==> src/rtl/div_seq.sv <==
// div_seq: multi-cycle RV32M DIV/DIVU/REM/REMU sequencer beside the execute stage.
// Ports: clk, rst (sync, active-low); start_i/op_i/dividend_i/divisor_i/rd_addr_i
// request from execute; flush_i aborts in START/CALC; busy_o, hold_req_o stall
// pipeline; ready_o/result_o/rd_addr_o/rd_wen_o write-back, valid only in END.
module div_seq (
    input  logic        clk,
    input  logic        rst,
    input  logic        start_i,
    input  logic [2:0]  op_i,
    input  logic [31:0] dividend_i,
    input  logic [31:0] divisor_i,
    input  logic [4:0]  rd_addr_i,
    input  logic        flush_i,
    output logic        busy_o,
    output logic        hold_req_o,
    output logic        ready_o,
    output logic [31:0] result_o,
    output logic [4:0]  rd_addr_o,
    output logic        rd_wen_o
);
    typedef enum logic [1:0] {S_IDLE, S_START, S_CALC, S_END} state_t;
    state_t state, state_n;
    logic        is_signed, is_rem, neg_q, neg_r;
    logic [31:0] dvd, dvs, dvs_mag, quot, rem;
    logic [4:0]  rd;
    logic [5:0]  cnt;
    logic        accept, div_zero, ovf, special, ge;
    logic [31:0] mag_a, mag_b, diff, q_fix, r_fix;
    logic [32:0] rem_sh;
    // only 3'b1xx func3 values are divide ops
    assign accept   = start_i & ~flush_i & op_i[2];
    assign div_zero = dvs == 32'd0;
    assign ovf      = is_signed & (dvd == 32'h8000_0000) & (dvs == 32'hFFFF_FFFF);
    assign special  = div_zero | ovf;
    assign mag_a    = (is_signed & dvd[31]) ? -dvd : dvd;
    assign mag_b    = (is_signed & dvs[31]) ? -dvs : dvs;
    // partial remainder after the shift needs 33 bits for the compare
    assign rem_sh   = {rem, quot[31]};
    assign ge       = rem_sh >= {1'b0, dvs_mag};
    assign diff     = rem_sh[31:0] - dvs_mag;
    assign q_fix    = neg_q ? -quot : quot;
    assign r_fix    = neg_r ? -rem : rem;
    always_ff @(posedge clk) begin
        if (!rst) state <= S_IDLE;
        else      state <= state_n;
    end
    always_comb begin
        state_n = state;
        case (state)
            S_IDLE:  state_n = accept ? S_START : S_IDLE;
            S_START: state_n = flush_i ? S_IDLE : special ? S_END : S_CALC;
            S_CALC:  state_n = flush_i ? S_IDLE : (cnt == 6'd31) ? S_END : S_CALC;
            default: state_n = S_IDLE;
        endcase
    end
    always_ff @(posedge clk) begin
        if (!rst) begin
            is_signed <= 1'b0;
            is_rem    <= 1'b0;
            neg_q     <= 1'b0;
            neg_r     <= 1'b0;
            dvd       <= '0;
            dvs       <= '0;
            dvs_mag   <= '0;
            quot      <= '0;
            rem       <= '0;
            rd        <= '0;
            cnt       <= '0;
        end else begin
            case (state)
                S_IDLE: if (accept) begin
                    is_signed <= ~op_i[0];
                    is_rem    <= op_i[1];
                    dvd       <= dividend_i;
                    dvs       <= divisor_i;
                    rd        <= rd_addr_i;
                end
                S_START: begin
                    // special-case results are final values: no sign fix-up
                    neg_q <= is_signed & (dvd[31] ^ dvs[31]) & ~special;
                    neg_r <= is_signed & dvd[31] & ~special;
                    cnt   <= '0;
                    quot  <= div_zero ? 32'hFFFF_FFFF : ovf ? 32'h8000_0000 : mag_a;
                    rem   <= div_zero ? dvd : 32'd0;
                    dvs_mag <= mag_b;
                end
                S_CALC: begin
                    rem  <= ge ? diff : rem_sh[31:0];
                    quot <= {quot[30:0], ge};
                    cnt  <= cnt + 6'd1;
                end
                default: ;
            endcase
        end
    end
    always_comb begin
        busy_o     = state != S_IDLE;
        hold_req_o = rst & (((state == S_IDLE) & accept) | (state == S_START) | (state == S_CALC));
        ready_o    = state == S_END;
        rd_wen_o   = state == S_END;
        rd_addr_o  = (state == S_END) ? rd : 5'd0;
        result_o   = (state == S_END) ? (is_rem ? r_fix : q_fix) : 32'd0;
    end
endmodule

==> config.mk <==
export PLATFORM = sky130hd
export DESIGN_NAME = div_seq
export DESIGN_NICKNAME = d
export VERILOG_FILES = /design/src/rtl/div_seq.sv
export SDC_FILE = /design/constraint.sdc
export NUM_CORES = 1
export LEC_CHECK = 0
export ABC_AREA = 1
export BUFFER_PORTS_ARGS = -buffer_cell sky130_fd_sc_hd__buf_2
export CAP_MARGIN = 20
export CELL_PAD_IN_SITES_DETAIL_PLACEMENT = 1
export CELL_PAD_IN_SITES_GLOBAL_PLACEMENT = 1
export CORE_MARGIN = 5
export CORE_UTILIZATION = 35
export DETAILED_ROUTE_END_ITERATION = 12
export PLACE_DENSITY_LB_ADDON = 0.25
export REMOVE_ABC_BUFFERS = 1
export SYNTH_ARGS = -nofsm -noshare
export SYNTH_HDL_FRONTEND = slang
export SYNTH_SLANG_ARGS = --single-unit
==> constraint.sdc <==
create_clock -name clk -period 4.2 [get_ports clk]
set_clock_uncertainty 0.2 [all_clocks]
set_input_delay 0.63 -clock clk [delete_from_list [all_inputs] [get_ports clk]]
set_output_delay 0.63 -clock clk [all_outputs]
set_load 0.005 [all_outputs]
==> reports/metrics.csv, run 1 <==
metric,value,unit
drcViolationCount,0,
whs,0.128,ns
timing.final.crit_share,87.8,%
rr_worst_depth,12,
first_iter_violations,1118,
ant_nets,0,
swShare,38.2,%
wl,60000,µm
ios,117,
post_cts_buffers,0,
cts_tree,done,
leakage,7.49,nW
relSlewSlack,41.2,%
vias,16500,
cts.repair.resized,0,
root_buffer,clkbuf_16,
io_buffer_count,116,
clkTransAtPathRegs,0.08,ns
fmax,271,MHz
die_w,212,µm
synth_edf_count,0,
required,3.37,ns
powerDensity,316,nW/µm²
min-delay-start,flush_i,
cts_num_sinks,177,
yosysWarnings,0,
cp-end-kind,output port,
intPower,3.09,mW
final_common_cell,nand2_1,
antenna_cells,0,
setup_viol_count_final,0,
worst_ir_drop_vdd,0.296,mV
final_layout_size_suffix_gt1_share,9.84,%
core,40600,µm²
clockBufferDepth,2,
grt_pass1_wl,93400,µm
synthArstFlopShare,0,%
slew_viol_final,0,
grt_max_degree,126,
r2r_start,rem[6],
period_minus_slack,3.69,ns
ctsHoldBuffers,0,
final_cell_mix,"nand2_1 (553), inv_1 (355), nor2_1 (258)",
fp-row-count,74,
postPlaceCellArea,15300,µm²
antenna_found_initial,2,
avgSynthCellArea,5.93,µm²
status,completed,
multi_input_area,8900,µm²
area_delta_synth_final,10.7,%
cts_buffers,17,
crit_arrival,2.86,ns
grt_overflow,0,
final_cells,3011,
register_area,3540,µm²
hold_path_class,in2reg,
drtPass1Iterations,5,
h-tree-depth,4,
synth_area,14300,µm²
comb_power_share,29.2,%
place_congestion,0.968,
dpl.hpwl,48200,µm
wl_per_cell,19.9,µm
start_util,35.2,%
ys.flop_type,dfxtp_1,
synthCells,2415,
fill_cells,5550,
crit_start,rem[0],
clk_latency,0.47,ns
drv_cap,0,
r2r_slack,1.00,ns
viasPerCell,5.47,
grt_pass1_vias,16600,
yosysUniqueCellTypes,56,
power_switching,1.91,mW
worstMarginPinSlew,0.876,ns
die_area,45100,µm²
synth-seq-cells,177,
rsz0062_at_grt,false,
final_area,15900,µm²
sequentialPowerShare,36.7,%
hold_viol,0,
gr-usage-all-layers,26.3,%
ys_seq_area_share,24.7,%
placedCellCount,2980,
die_h,212,µm
cp_max_fo,6,
final_nets,2586,
start_kind,register,
criticalPathCategory,reg2out,
clkPwrFrac,34.1,%
whs_path_depth,2,
## stage by stage
step / TNS, ns / utilization, % / total power [mW] / setup slack (ns)
3_3_place_gp: 0 / 37.5 / 3.28 / 1.08
4_1_cts: 0 / 39.0 / 5.01 / 0.520
5_1_grt: 0 / 39.0 / 5.27 / 0.250
2_1_floorplan: -1.92 / - / 2.82 / -0.244
3_5_place_dp: 0 / 37.5 / 3.32 / 1.03
6_report: 0 / 39.0 / 5.00 / 0.513
## cell families after synthesis
kind of cell / share of synthesized area [%]
AO/OA/AOI/OAI: 21.0
buffers and inverters: 13.1
adder cells (fa/ha/maj): 3.81
AND/OR/NAND/NOR: 34.3
flip-flops: 24.7
XOR/XNOR: 3.06
## power groups by stage
stage          combinational [mW]  clock (mW)  sequential, mW
2_1_floorplan               0.979           0            1.84
3_3_place_gp                 1.41           0            1.87
3_5_place_dp                 1.44           0            1.87
4_1_cts                      1.45        1.73            1.83
5_1_grt                      1.64        1.79            1.84
6_report                     1.46        1.70            1.84
## cell type report
cell class | count | area share (%)
multi-input combinational | 1763 | 56.2
sequential | 177 | 22.4
clock buffer | 18 | 2.71
timing repair buffer | 137 | 4.75
clock inverter | 13 | 1.05
tap | 532 | 4.20
inverter | 371 | 8.79
## worst paths after layout
| path | to |
|---|---|
| worst max register to register | rem[26] |
| worst min register to register | quot[31] |
| worst max-delay path | result_o[24] |
| worst min-delay path | state[1] |
## state kept, by name, summed over array words and instances, names as in the netlist
register   count
rd             5
dvd           32
dvs           32
rem           32
neg_q          1
dvs_mag       32
state          2
cnt            6
quot          32
is_signed      1
is_rem         1
neg_r          1
## critical path, cell delays in order, from the launching register on
cell and delay (ns):
dfxtp_1 0.33, inv_1 0.16, ha_1 0.21, nand3_1 0.21, nor2_2 0.22, nand3_1 0.14
nor2_2 0.28, nand3_1 0.12, nand2_1 0.12, o21ai_1 0.09, o21ai_0 0.21, nor2_1 0.08
nor2_1 0.10, buf_2 0.11
## cells in the mapped netlist, types with 11 or more instances
cell | n | area share (%)
ha_1 | 42 | 3.7
nand4_1 | 39 | 1.7
clkbuf_1 | 74 | 1.9
nand3_1 | 197 | 6.9
o22ai_2 | 15 | 1.3
a21oi_2 | 15 | 0.92
buf_2 | 11 | 0.38
dfxtp_1 | 177 | 25
nor2_1 | 258 | 6.8
o21ai_0 | 208 | 7.3
xor2_1 | 36 | 2.2
inv_1 | 355 | 9.3
o22ai_1 | 13 | 0.57
a21oi_1 | 224 | 7.8
xnor2_1 | 14 | 0.86
inv_2 | 11 | 0.29
nand2_1 | 553 | 14
o211ai_1 | 13 | 0.68
nor3_1 | 34 | 1.2
## routing by layer
metal | up-vias | track usage (%) | routed length (µm) | share of wire (%)
li1 | 7947 | - | - | -
met5 | - | 0 | 27 | 0.045
met4 | 4 | 7.81 | 1670 | 2.8
met3 | 82 | 4.32 | 3380 | 5.6
met2 | 429 | 42.9 | 27200 | 45
met1 | 8001 | 35.9 | 27700 | 46
Note: power is estimated with default switching activity, not from simulation.
==> run 2: changes to the inputs <==
--- a/config.mk
+++ b/config.mk
@@ -8,11 +8,10 @@
 export ABC_AREA = 1
 export BUFFER_PORTS_ARGS = -buffer_cell sky130_fd_sc_hd__buf_2
 export CAP_MARGIN = 20
-export CELL_PAD_IN_SITES_DETAIL_PLACEMENT = 1
-export CELL_PAD_IN_SITES_GLOBAL_PLACEMENT = 1
 export CORE_MARGIN = 5
 export CORE_UTILIZATION = 35
 export DETAILED_ROUTE_END_ITERATION = 12
+export MAX_ROUTING_LAYER = met4
 export PLACE_DENSITY_LB_ADDON = 0.25
 export REMOVE_ABC_BUFFERS = 1
 export SYNTH_ARGS = -nofsm -noshare
==> run 2 against run 1 <==
Compared with the run above: die area unchanged; power decreased by 1.7%; critical path depth unchanged; cell count about the same; sequential power about the same; setup slack gained 0.066 ns; critical path type unchanged; largest power group unchanged.
==> reports/metrics.csv, run 2 (synthesized netlist as in run 1, its figures left out) <==
metric,value,unit,change
status,completed,,
viasPerCell,5.31,,-2.9%
hold_path_class,in2reg,,
die_h,212,µm,unchanged
crit_start,rem[0],,
grt_max_degree,127,,+0.79%
vias,16000,,-3.0%
whs,0.133,ns,+0.00568 ns
ant_nets,0,,unchanged
grt_pass1_vias,14900,,-11%
io_buffer_count,116,,unchanged
worst_ir_drop_vdd,0.303,mV,+2.4%
grt_pass1_wl,85400,µm,-8.6%
drv_cap,0,,unchanged
r2r_start,dvs_mag[11],,
cts_buffers,17,,unchanged
power_switching,1.87,mW,-2.2%
antenna_cells,0,,unchanged
cts_tree,done,,
h-tree-depth,4,,unchanged
clkTransAtPathRegs,0.07,ns,about the same
hold_viol,0,,unchanged
dpl.hpwl,43500,µm,-9.9%
period_minus_slack,3.62,ns,-0.0663 ns
placedCellCount,2976,,-0.13%
required,3.37,ns,about the same
timing.final.crit_share,86.2,%,-1.6 points
drcViolationCount,0,,unchanged
antenna_found_initial,0,,-2
final_layout_size_suffix_gt1_share,9.73,%,-0.11 points
fp-row-count,74,,unchanged
crit_arrival,2.79,ns,-0.07 ns
wl,55200,µm,-8.0%
die_w,212,µm,unchanged
wl_per_cell,18.3,µm,-7.9%
rsz0062_at_grt,false,,
swShare,38.0,%,-0.20 points
place_congestion,1.02,,+5.0%
final_common_cell,nand2_1,,
leakage,7.46,nW,-0.41%
p_total,4.92,mW,-1.7%
setup_viol_count_final,0,,unchanged
final_cell_mix,"nand2_1 (553), inv_1 (355), nor2_1 (258)",,
cp_max_fo,6,,unchanged
drtPass1Iterations,6,,+1
sequentialPowerShare,37.3,%,+0.6 points
start_util,35.2,%,unchanged
area_delta_synth_final,10.4,%,
ios,117,,unchanged
first_iter_violations,1589,,+42%
post_cts_buffers,0,,unchanged
clk_latency,0.46,ns,about the same
min-delay-start,op_i[0],,
powerDensity,311,nW/µm²,-1.5%
start_kind,register,,
cts_num_sinks,177,,unchanged
fin_ws,0.579,ns,+0.0663 ns
fmax,276,MHz,+1.8%
root_buffer,clkbuf_16,,
criticalPathCategory,reg2out,,
grt_overflow,0,,unchanged
relSlewSlack,31.4,%,-9.8 points
final_nets,2582,,-0.15%
ctsHoldBuffers,0,,unchanged
final_cells,3008,,-0.10%
dpl_worst_slack,1.06,ns,+0.0317 ns
cp-end-kind,output port,,
intPower,3.05,mW,-1.4%
gr-usage-all-layers,24.8,%,-1.5 points
slew_viol_final,0,,unchanged
clkPwrFrac,33.5,%,-0.6 points
die_area,45100,µm²,unchanged
worstMarginPinSlew,1.03,ns,+0.152 ns
clockBufferDepth,2,,unchanged
core,40600,µm²,unchanged
cts.repair.resized,0,,unchanged
comb_power_share,29.1,%,about the same
==> run 2: changes by cell type in the layout (fill, tap and decap cells not counted), sizes merged <==
| cell | delta |
|---|---|
| buf | -4 |
| clkinvlp | +2 |
| bufinv | -1 |
| clkbuf | +1 |
| clkinv | -1 |
==> run 2: path summary, 6_finish.rpt <==
kind	end	slack, ns	cells after the start
max	result_o[24]	0.58	13
min	is_signed	0.13	2
max reg2reg	rem[26]	1.07	13
min reg2reg	quot[31]	0.27	2
==> run 2: per-layer routing <==
layer,vias up,track usage [%],part of all wire (%)
met5,-,-,0
met4,0,6.47,2.3
met3,74,2.43,5.9
met2,550,39.2,46
met1,7391,34.2,46
li1,7956,-,-
==> run 2: cell type report <==
class | instances | area (µm²)
timing repair buffer | 133 | 723
clock buffer | 19 | 443
tap | 532 | 666
sequential | 177 | 3540
clock inverter | 13 | 143
fill | 4449 | 24800
inverter | 371 | 1390
multi-input combinational | 1763 | 8900
==> run 2: critical path: stages, from the launching register on <==
cell and delay, ns:
dfxtp_1 0.32, inv_1 0.16, ha_1 0.20, nand3_1 0.21, nor2_2 0.21, nand3_1 0.13
nor2_2 0.28, nand3_1 0.12, nand2_1 0.11, o21ai_1 0.08, and2_1 0.17, nor2_1 0.15
nor2_1 0.07, buf_2 0.12
==> run 2: power groups by stage <==
| stage | Clock, mW | Combinational, mW | Sequential, mW |
|---|---|---|---|
| after CTS | 1.67 | 1.42 | 1.83 |
| after global placement | 0 | 1.41 | 1.87 |
| after detailed placement | 0 | 1.41 | 1.87 |
| after global routing | 1.73 | 1.61 | 1.84 |
| after floorplan | 0 | 0.979 | 1.84 |
| final | 1.65 | 1.43 | 1.83 |
==> run 2: per-stage QoR <==
step	cell area (µm²)	util, %	TNS [ns]
floorplan	13800	-	-1.92
global placement	15200	37.5	0
detailed placement	15200	37.5	0
CTS	15800	38.9	0
global route	15800	38.9	0
finish	15800	38.9	0
